File: config.mk
export PLATFORM = sky130hd
export DESIGN_NAME = full_subtractor
export DESIGN_NICKNAME = d
export VERILOG_FILES = /design/src/rtl/full_subtractor.sv
export SDC_FILE = /design/constraint.sdc
export NUM_CORES = 1
export LEC_CHECK = 0
export CAP_MARGIN = 30
export CELL_PAD_IN_SITES_DETAIL_PLACEMENT = 0
export CELL_PAD_IN_SITES_GLOBAL_PLACEMENT = 2
export CORE_AREA = 3 3 40 42
export DETAILED_ROUTE_END_ITERATION = 10
export DIE_AREA = 0 0 43 45
export GPL_TIMING_DRIVEN = 0
export HOLD_SLACK_MARGIN = 0.15
export PLACE_DENSITY_LB_ADDON = 0.25
export SETUP_SLACK_MARGIN = 0.05
export SYNTH_ARGS = -nofsm -noshare
export SYNTH_HDL_FRONTEND = slang
export SYNTH_SLANG_ARGS = --single-unit
export TNS_END_PERCENT = 1
File: constraint.sdc
create_clock -name clk -period 1.5 [get_ports clk]
set_clock_uncertainty 0.1 [all_clocks]
set_input_delay 0.3 -clock clk [delete_from_list [all_inputs] [get_ports clk]]
set_output_delay 0.3 -clock clk [all_outputs]
set_load 0.05 [all_outputs]
File: src/rtl/full_subtractor.sv
// Registered ripple-borrow subtractor: {borrow, sub} = a - b - carry_in, one-cycle latency.
// Built from identical single-bit full-subtractor cells chained LSB to MSB.

module full_subtractor_cell (
  input  logic a,
  input  logic b,
  input  logic bin,
  output logic d,
  output logic bout
);
  assign d    = a ^ b ^ bin;
  assign bout = (~a & b) | (~(a ^ b) & bin);
endmodule

module full_subtractor #(
  parameter int WIDTH = 1
) (
  input  logic             clk,
  input  logic             rst,
  input  logic             in_valid,
  input  logic [WIDTH-1:0] a,
  input  logic [WIDTH-1:0] b,
  input  logic             carry_in,
  output logic [WIDTH-1:0] sub,
  output logic             borrow,
  output logic             out_valid,
  output logic             zero
);
  logic [WIDTH:0]   bin;
  logic [WIDTH-1:0] d;

  assign bin[0] = carry_in;

  for (genvar i = 0; i < WIDTH; i++) begin : g_cell
    full_subtractor_cell u_cell (
      .a    (a[i]),
      .b    (b[i]),
      .bin  (bin[i]),
      .d    (d[i]),
      .bout (bin[i+1])
    );
  end

  // Result registers only load on valid ops, so non-valid cycles hold the last result.
  always_ff @(posedge clk) begin
    if (rst) begin
      sub       <= '0;
      borrow    <= 1'b0;
      zero      <= 1'b1;
      out_valid <= 1'b0;
    end else begin
      out_valid <= in_valid;
      if (in_valid) begin
        sub    <= d;
        borrow <= bin[WIDTH];
        zero   <= ~|d;
      end
    end
  end
endmodule

* Yosys cells after proc, flatten, opt, wreduce, memory -nomap -nowiden
Cells that the tools add are included.
** Word-level totals
- Output and inout port bits :: 4
- Word-level logic and storage cells :: 12
- Register bits after elaboration :: 4
** Cells by class
- Bitwise logic cells :: 7
- Reductions and logical operators :: 1
** Operator list (count)
- $and A1 B1 Y1 :: 2
- $not A1 Y1 :: 2
- $xor A1 B1 Y1 :: 2
- $logic_not A1 Y1 :: 1
- $or A1 B1 Y1 :: 1

* Longest topological paths before layout
Gate-level depths: netlist of run 1.
- Depth after elaboration :: 4
- Depth in mapped cells :: 4

* Modules after synthesis
Synthesis of run 1 repeated with hierarchy kept, for this count alone.
** Second synthesis, totals
- Cell total of the unflattened synthesis :: 16
- Area, all modules :: 160.2 um^2
** By module, submodules not included
- full_subtractor :: times used 1, cells each 12, area each 128.9 um^2
- full_subtractor_cell :: times used 1, cells each 4, area each 31.3 um^2

* Worst setup path before layout of run 1
OpenSTA, ideal clock, no wires.
- Path kind :: in2reg
- Start point :: in a
- End point :: reg zero
- Slack :: 0.210 ns
- Data required time :: 1.280 ns
- Stages :: 3
- Data arrival time :: 1.070 ns
- Cell sequence :: inv_1 fa_1 a211o_1
** Between the ends
- Word-level cells in the longest chain between the ends :: 3
** RTL lines
- start, declared :: RTL line 21 : input logic [WIDTH-1:0] a,
- $xor A1 B1 Y1 (2 in a row) :: RTL line 11 : assign d = a ^ b ^ bin;
- $logic_not A1 Y1 :: RTL line 56 : zero <= ~|d;
- end signal, assigned :: RTL line 56
- end, declared :: RTL line 27 : output logic zero
No other way between the ends.
A chain may end at the register's enable or synchronous reset.

* Worst setup path after layout of run 1
- Start point :: reg sub
- End point :: out sub
** RTL lines
- start, declared :: RTL line 24 : output logic [WIDTH-1:0] sub,
- start signal, assigned :: RTL line 47 : sub <= '0;
- start signal, assigned :: RTL line 54 : sub <= d;
No word-level cell between the ends.

==> results of run 1 <==
-- cells by family after synthesis --
kind of cell             Yosys count  synth area share
flip-flops                         4             0.451
buffers and inverters              3            0.0634
adder cells (fa/ha/maj)            2             0.225
multiplexers                       1            0.0563
AND/OR/NAND/NOR                    4             0.113
AO/OA/AOI/OAI                      2            0.0916
-- final cells by class --
class | count | area (µm²)
Clock buffer | 3 | 22.5
Multi-Input combinational cell | 9 | 86.3
Fill cell | 152 | 990
Inverter | 3 | 11.3
Timing Repair Buffer | 9 | 76.3
Sequential cell | 4 | 80.1
Tap cell | 15 | 18.8
-- through the flow --
stage	instances	setup TNS [ns]
6_report	43	0
5_1_grt	43	0
4_1_cts	43	0
3_5_place_dp	40	-0.827
3_3_place_gp	40	-0.782
2_1_floorplan	16	0
-- worst max path at each step --
stage	start	endpoint	slack [ns]	cells after the start
2_1_floorplan	a	zero$_SDFFE_PP1P_	0.21	3
3_3_place_gp	a	zero$_SDFFE_PP1P_	-0.36	4
3_5_place_dp	a	zero$_SDFFE_PP1P_	-0.38	4
4_1_cts	carry_in	zero$_SDFFE_PP1P_	0.02	3
5_1_grt	a	zero$_SDFFE_PP1P_	0.11	4
6_report	sub$_SDFFE_PP0P_	sub	0.16	1
-- repair_timing --
item,4_1_cts,5_1_grt
setup endpoints to repair,6,6
endpoints found under the hold margin,0,0
resized for setup,9,6
gates cloned,0,0
pin swaps,1,0
hold buffers,0,0
-- where the power goes --
part           switching (µW)  internal, µW
combinational            47.4          27.2
clock                    42.3          89.4
sequential               3.69           115
total                    93.4           232
-- registers in the layout, indices dropped and copies added (netlist names) --
register	flops
borrow	1
out_valid	1
sub	1
zero	1
-- synthesized netlist by cell type --
library cell / number / share of area
nor2_1: 2 / 0.042
a211o_1: 1 / 0.049
mux2i_1: 1 / 0.056
dfxtp_1: 4 / 0.45
fa_1: 2 / 0.23
nor2b_1: 2 / 0.070
inv_1: 3 / 0.063
a211oi_1: 1 / 0.042
-- metal layers --
metal / wire [µm] / share of wire
met5: 0 / 0
met4: 0 / 0
met3: 34 / 0.095
met2: 180 / 0.50
met1: 142 / 0.40
==> metrics.csv, run 1 <==
stage;metric;value;unit
status;status;finished, final reports clean;
floorplan;DIE WIDTH;43;µm
critical_path;logic depth of the worst register-to-register path;2;
power;Worst IR Drop VDD;182;µV
layout;most frequent cells in the layout;4 x dfxtp_1, 3 x inv_1, 3 x clkbuf_4, 3 x clkbuf_2;
cts;htree depth;1;
layout;final net count;38;
critical_path;slowest cell on the critical path;clkdlybuf4s15_2;
synthesis;sequential element share of the synthesized area;0.451;
grt;global routing's busiest layer;met4;
synthesis;Yosys warnings;0;
min_path;Worst Hold End;borrow$_SDFFE_PP0P_;
cts;setup bufs post-CTS;0;
grt;vias in the first global route;181;
cts;TritonCTS clock tree;built;
synthesis;Mapped Area;178;µm²
min_path;hold path start;borrow$_SDFFE_PP0P_;
cts;Root Buffer;clkbuf_4;
sta;Max Clk Rate;747;MHz
min_path;class of the worst hold path;flip-flop to flip-flop;
synthesis;Distinct cells, synth;8;
grt;largest net degree at the start of global routing;7;
placement;port bufs;9;
layout;commonest non-fill, non-tap cell in the layout;dfxtp_1;
flow_run;# Max-Cap Violations;0;
sta;Final Hold Vio Count;0;
critical_path;Setup Crit Path Kind;flip-flop to output port;
synthesis;Avg Inst Size Synth;11.1;µm²
detailed_routing;Avg WL per Cell;8.33;µm
grt;GRT met2 Usage;0.0629;
placement;Routability Congestion;0.608;
sta;worst setup margin;0.161;ns
sta;Tmin final;1.34;ns
detailed_routing;Starting DRT DRC Count;0;
cts;Clock Sinks;4;
detailed_routing;number of routed nets with antenna violations;0;
power;Design Power;325;µW
critical_path;crit path cell chain;clkdlybuf4s15_2;
sta;unrepaired setup endpoints after global routing;no;
cts;CTS Buffer Depth;2;
grt;initial antenna violation count;0;
grt;GR Util met1;0.0462;
floorplan;Die Ht;45;µm
grt;grt ovf;0;
sta;Final Cycle Share;0.893;
critical_path;Worst R2R Start;zero$_SDFFE_PP1P_;
detailed_routing;drt first pass iters;1;
cts;TritonCTS Buffers;3;
sta;worst hold margin;0.392;ns
critical_path;Critical Path Start Type;flip-flop;
critical_path;Reg-to-Reg End;zero$_SDFFE_PP1P_;
placement;DP Wirelength;293;µm
floorplan;core area;1280;µm²
floorplan;row cnt;13;
detailed_routing;WL final;358;µm
layout;antenna fix cells;0;
sta;Worst-Margin Slew;0.278;ns
layout;layout cell share with drive strength beyond 1;0.250;
sta;Setup-failing EPs final;0;
detailed_routing;drt via density;3.37;
floorplan;Die ar.;1940;µm²
sta;Max Slew Vio Count;0;
cts;Worst-path clk slew;0.04;ns
power;Pwr Density;1100;nW/µm²
detailed_routing;DRC violation count after routing;0;
layout;final instance area;295;µm²
grt;first-pass GRT wire length;614;µm
floorplan;initial core utilization;0.138;
grt;met3 Usage GRT;0.00398;
critical_path;WP data arrival;0.94;ns
critical_path;crit end category;output port;
grt;overall routing resource usage;0.0468;
power;cell leakage power;0.000145;µW
synthesis;Syn Nets;24;
sta;relative slew slack;0.815;
floorplan;IO Pins;10;
critical_path;Buf/Inv on CP;1;
critical_path;delay-heaviest family, CP;buffers and inverters;
synthesis;Post-Syn Instances;16;
cts;Skew-Pair Late Insertion Delay;0.23;ns
min_path;Hold Crit Depth;2;
layout;area delta synth->final;66.2;%
placement;Placement Cell Area;287;µm²
critical_path;Worst Path Required;1.10;ns
detailed_routing;vias after detailed routing;145;
placement;Place WS;-0.381;ns
synthesis;#FFs+latches synth;4;
critical_path;Worst Path Max Fanout;2;
critical_path;CP peak stage delay;0.38;ns
critical_path;r2r setup slk;0.66;ns
layout;final core occ;0.230;
Note: power is estimated with default switching activity, not from simulation.
==> run 2, diff against run 1 <==
--- a/config.mk
+++ b/config.mk
@@ -5,7 +5,7 @@
 export SDC_FILE = /design/constraint.sdc
 export NUM_CORES = 1
 export LEC_CHECK = 0
-export CAP_MARGIN = 30
+export CAP_MARGIN = 20
 export CELL_PAD_IN_SITES_DETAIL_PLACEMENT = 0
 export CELL_PAD_IN_SITES_GLOBAL_PLACEMENT = 2
 export CORE_AREA = 3 3 40 42
==> results of run 2 <==
The final DEF is identical to that of run 1; final timing and power are the same.
==> RTL change 1: new RTL, flow settings as in run 2 <==
Reset style: asynchronous (`rst`), changed in one clocked block.
--- a/src/rtl/full_subtractor.sv
+++ b/src/rtl/full_subtractor.sv
@@ -42,7 +42,7 @@
   end
 
   // Result registers only load on valid ops, so non-valid cycles hold the last result.
-  always_ff @(posedge clk) begin
+  always_ff @(posedge clk or posedge rst) begin
     if (rst) begin
       sub       <= '0;
       borrow    <= 1'b0;
Check against the original RTL: differs if rst is asserted again (counterexample within 4 cycles, from zero or initial values and one cycle with rst high); with rst held inactive, the same outputs for 10 cycles.
==> RTL change 1 against run 2 <==
- cell area grew 7.6%
- synthesized area grew 5.6%
- total power is 21% higher
- final cell count fell by 2.3%
- sequential cell count stayed put
- sequential power rose by 13%
- routed wire length shrank 2.0%
- setup slack worse by 61 ps
- core utilization rose by 1.8 points
- combinational power rose by 54%
- via count decreased by 6.2%
==> RTL change 1: results <==
{
  "pre_cts_slack_ps": -327,
  "path_max_fanout": 2,
  "synth_adder_area_share_pct": 21.3,
  "nNetsFinal": 36,
  "synth_xor_xnor_area_share_pct": 0,
  "highest_layer": "met4",
  "max_stage_delay_ps": 520,
  "postSynthCellCount": 14,
  "synthTopCellsByArea": "dfrtp_1, fa_1, dfstp_2",
  "async_reset_ff_share_pct": 100,
  "met1_usage_pct": 4.43,
  "ys_seq_area_share_pct": 54.0,
  "synth_compound_area_share_pct": 2.67,
  "synthFlopType": "dfrtp_1",
  "routed_via_density": 3.24,
  "hold_class": "primary input to async pin",
  "grt_pass1_wl_um": 593,
  "grt_max_degree": 6,
  "synth_top_area_share_pct": 40.0,
  "dpl_cell_area_sq_um": 297,
  "slowest_stage": "dfstp_2",
  "worst_pin_slew_ps": 280,
  "clk_latency_ps": 230,
  "hpwlAfterDp_um": 278,
  "outcome": "completed",
  "gp_congestion": 0.606,
  "placed_cells": 38,
  "root_buffer": "clkbuf_4",
  "initialDrtViolationCount": 2,
  "wl_met3_um": 38,
  "wl_met2_um": 157,
  "layout-drive-gt1-share_pct": 37.0,
  "met3_usage_pct": 2.39,
  "leakage_nw": 0.149,
  "drt-met1-wl_um": 135,
  "yosys-top-cells-count": "inv_1, dfrtp_1, fa_1, mux2_2",
  "syn_nets": 22,
  "arrival_ps": 1000,
  "grt_pass1_vias": 154,
  "wl_per_cell_um": 8.36,
  "grtUsageMet2_pct": 5.69,
  "ys_types": 7,
  "crit_family": "flip-flops",
  "drt_pre_antenna_iters": 2,
  "grtUsageTotal_pct": 5.37,
  "drt-total-wl_um": 351,
  "antenna_found_initial": 0,
  "synth_mux_area_share_pct": 12.0,
  "ir_worst_vdd_mv": 0.207
}
## RTL change 1: worst paths after layout
kind	startpoint	to	slack, ps	depth (start not counted)
setup reg to reg	sub	sub	660	1
hold / removal	rst	out_valid	150	2
setup / recovery	zero	zero	100	1
min in group clk	sub	sub	410	1
hold reg to reg	sub	sub	410	1
max in group asynchronous	rst	zero	920	2
## RTL change 1: layout make-up
class	count	area [sq um]
Clock buffer	4	26.3
Fill cell	149	967
Inverter	4	15.0
Multi-Input combinational cell	6	71.3
Sequential cell	4	101
Tap cell	15	18.8
Timing Repair Buffer	9	85.1
## RTL change 1: power breakdown
part | total, W | internal [W] | switching (W) | leakage [nW]
clock | 0.000146 | 0.0000999 | 0.0000458 | 0.0150
combinational | 0.000115 | 0.0000392 | 0.0000760 | 0.0890
sequential | 0.000134 | 0.000127 | 0.00000639 | 0.0450
## RTL change 1: repair_timing
action,4_1_cts,5_1_grt
setup endpoints to repair,6,1
gates resized for setup,16,1
hold endpoints to repair,0,0
gates cloned,0,0
setup buffers,0,0
==> RTL change 2: new RTL, flow settings as in run 2 <==
Without the edit above. Register the output `zero` once more, without a reset; this adds one clock of latency there. The other outputs are not delayed to match.
--- a/src/rtl/full_subtractor.sv
+++ b/src/rtl/full_subtractor.sv
@@ -26,6 +26,8 @@
   output logic             out_valid,
   output logic             zero
 );
+
+  logic zero_s0;
   logic [WIDTH:0]   bin;
   logic [WIDTH-1:0] d;
 
@@ -46,16 +48,20 @@
     if (rst) begin
       sub       <= '0;
       borrow    <= 1'b0;
-      zero      <= 1'b1;
+      zero_s0   <= 1'b1;
       out_valid <= 1'b0;
     end else begin
       out_valid <= in_valid;
       if (in_valid) begin
         sub    <= d;
         borrow <= bin[WIDTH];
-        zero   <= ~|d;
+        zero_s0 <= ~|d;
       end
     end
   end
+  always_ff @(posedge clk) begin
+    zero <= zero_s0;
+  end
+
 endmodule
 
Formal check against the unedited RTL: not equivalent (Yosys sat finds a counterexample within 4 cycles, from zero or initial values and one cycle with rst high).
==> RTL change 2 against run 2 <==
- routed wire length decreased by 2.0%
- sequential power increased by 24%
- sequential cell count increased by 1
- total power increased by 16%
- die area unchanged
- sequential share of layout area increased by 3.1 points
- cell area increased by 12%
- synthesized area increased by 11%
- setup slack got worse by 110 ps
- largest power group unchanged
==> RTL change 2: results <==
{
  "ir_worst_vdd_mv": 0.209,
  "leakage_nw": 0.156,
  "synth_adder_area_share_pct": 20.3,
  "synth_mux_area_share_pct": 5.06,
  "root_buffer": "clkbuf_4",
  "arrival_ps": 1050,
  "gp_congestion": 0.588,
  "slowest_stage": "clkdlybuf4s15_1",
  "synth-warning-count": 0,
  "setup_tns_ps": 0,
  "max_stage_delay_ps": 490,
  "ys_types": 8,
  "synth_xor_xnor_area_share_pct": 0,
  "via_count": 154,
  "crit_family": "buffers and inverters",
  "hpwlAfterDp_um": 272,
  "drt-total-wl_um": 351,
  "layoutNonFillerInstCount": 45,
  "pre_cts_slack_ps": -369,
  "outcome": "completed",
  "drt_pre_antenna_iters": 2,
  "grt_pass1_wl_um": 531,
  "maxSlewHeadroom_pct": 67.9,
  "synthTopCellsByArea": "dfxtp_1, fa_1, nor2b_1",
  "antenna_found_initial": 0,
  "fillers": 143,
  "numPortBuffers": 9,
  "numCtsBuffers": 3,
  "layout-drive-gt1-share_pct": 13.3,
  "dpl_cell_area_sq_um": 307,
  "whs_path_depth": 0,
  "yosys-top-cells-count": "dfxtp_1, inv_1, fa_1, nor2_1, nor2b_1",
  "grtUsageTotal_pct": 4.60,
  "clk_latency_ps": 240,
  "synth_area_per_cell_sq_um": 11.6,
  "grt_max_degree": 7,
  "synth_compound_area_share_pct": 8.23,
  "nNetsFinal": 39,
  "async_reset_ff_share_pct": 0,
  "final_cell_area_sq_um": 332,
  "placed_cells": 41,
  "ys_seq_area_share_pct": 50.6,
  "initialDrtViolationCount": 7,
  "syn_nets": 25
}
## RTL change 2: cell count changes in the layout (fill, tap and decap cells not counted)
cell             delta
dfxtp_1             +1
dlygate4sd2_1       +2
clkbuf_1            +1
clkbuf_2            -3
clkdlybuf4s15_1     +1
## RTL change 2: final cells by class
| type | count | area share [%] |
|---|---|---|
| clock buffer | 4 | 7.92 |
| timing repair buffer | 9 | 26.8 |
| inverter | 3 | 3.40 |
| sequential | 5 | 30.2 |
| multi-input combinational | 9 | 26.0 |
| tap | 15 | 5.66 |
## RTL change 2: power by group
| group | switching, W | total, W | internal (W) |
|---|---|---|---|
| registers | 0.00000366 | 0.000148 | 0.000144 |
| clock network | 0.0000523 | 0.000153 | 0.000100 |
| logic | 0.0000473 | 0.0000762 | 0.0000289 |
| total | 0.000103 | 0.000377 | 0.000274 |
## RTL change 2: final timing paths
check                                to  slack [ps]  startpoint
worst max register to register  zero_s0         650     zero_s0
worst min register to register     zero         250     zero_s0
worst max-delay path             borrow          50      borrow
worst min-delay path               zero         250     zero_s0
## RTL change 2: logic make-up (layout without fill, tap and decap cells)
family | Yosys count | after routing
flops | 5 | 5
simple gates | 4 | 4
buf+inv | 3 | 16
fa+ha+maj | 2 | 2
compound gates | 2 | 2
mux | 1 | 1
## RTL change 2: timing repair
action | CTS | global route
endpoints found under the hold margin | 0 | 0
gates resized for setup | 9 | 1
buffers inserted | 0 | 0
endpoints found under the setup margin | 6 | 6
## RTL change 2: layer usage
layer	routed length [um]	track usage (%)	up-vias
met1	147	4.39	67
li1	-	-	77
met2	154	4.49	10
met5	0	0	-
met3	49	1.59	0
met4	0	10.8	0
## RTL change 2: worst reg2reg max path, stage by stage (launching register included)
cell     delay (ps)
dfxtp_1         300
nor2b_1         120
a211o_1         220
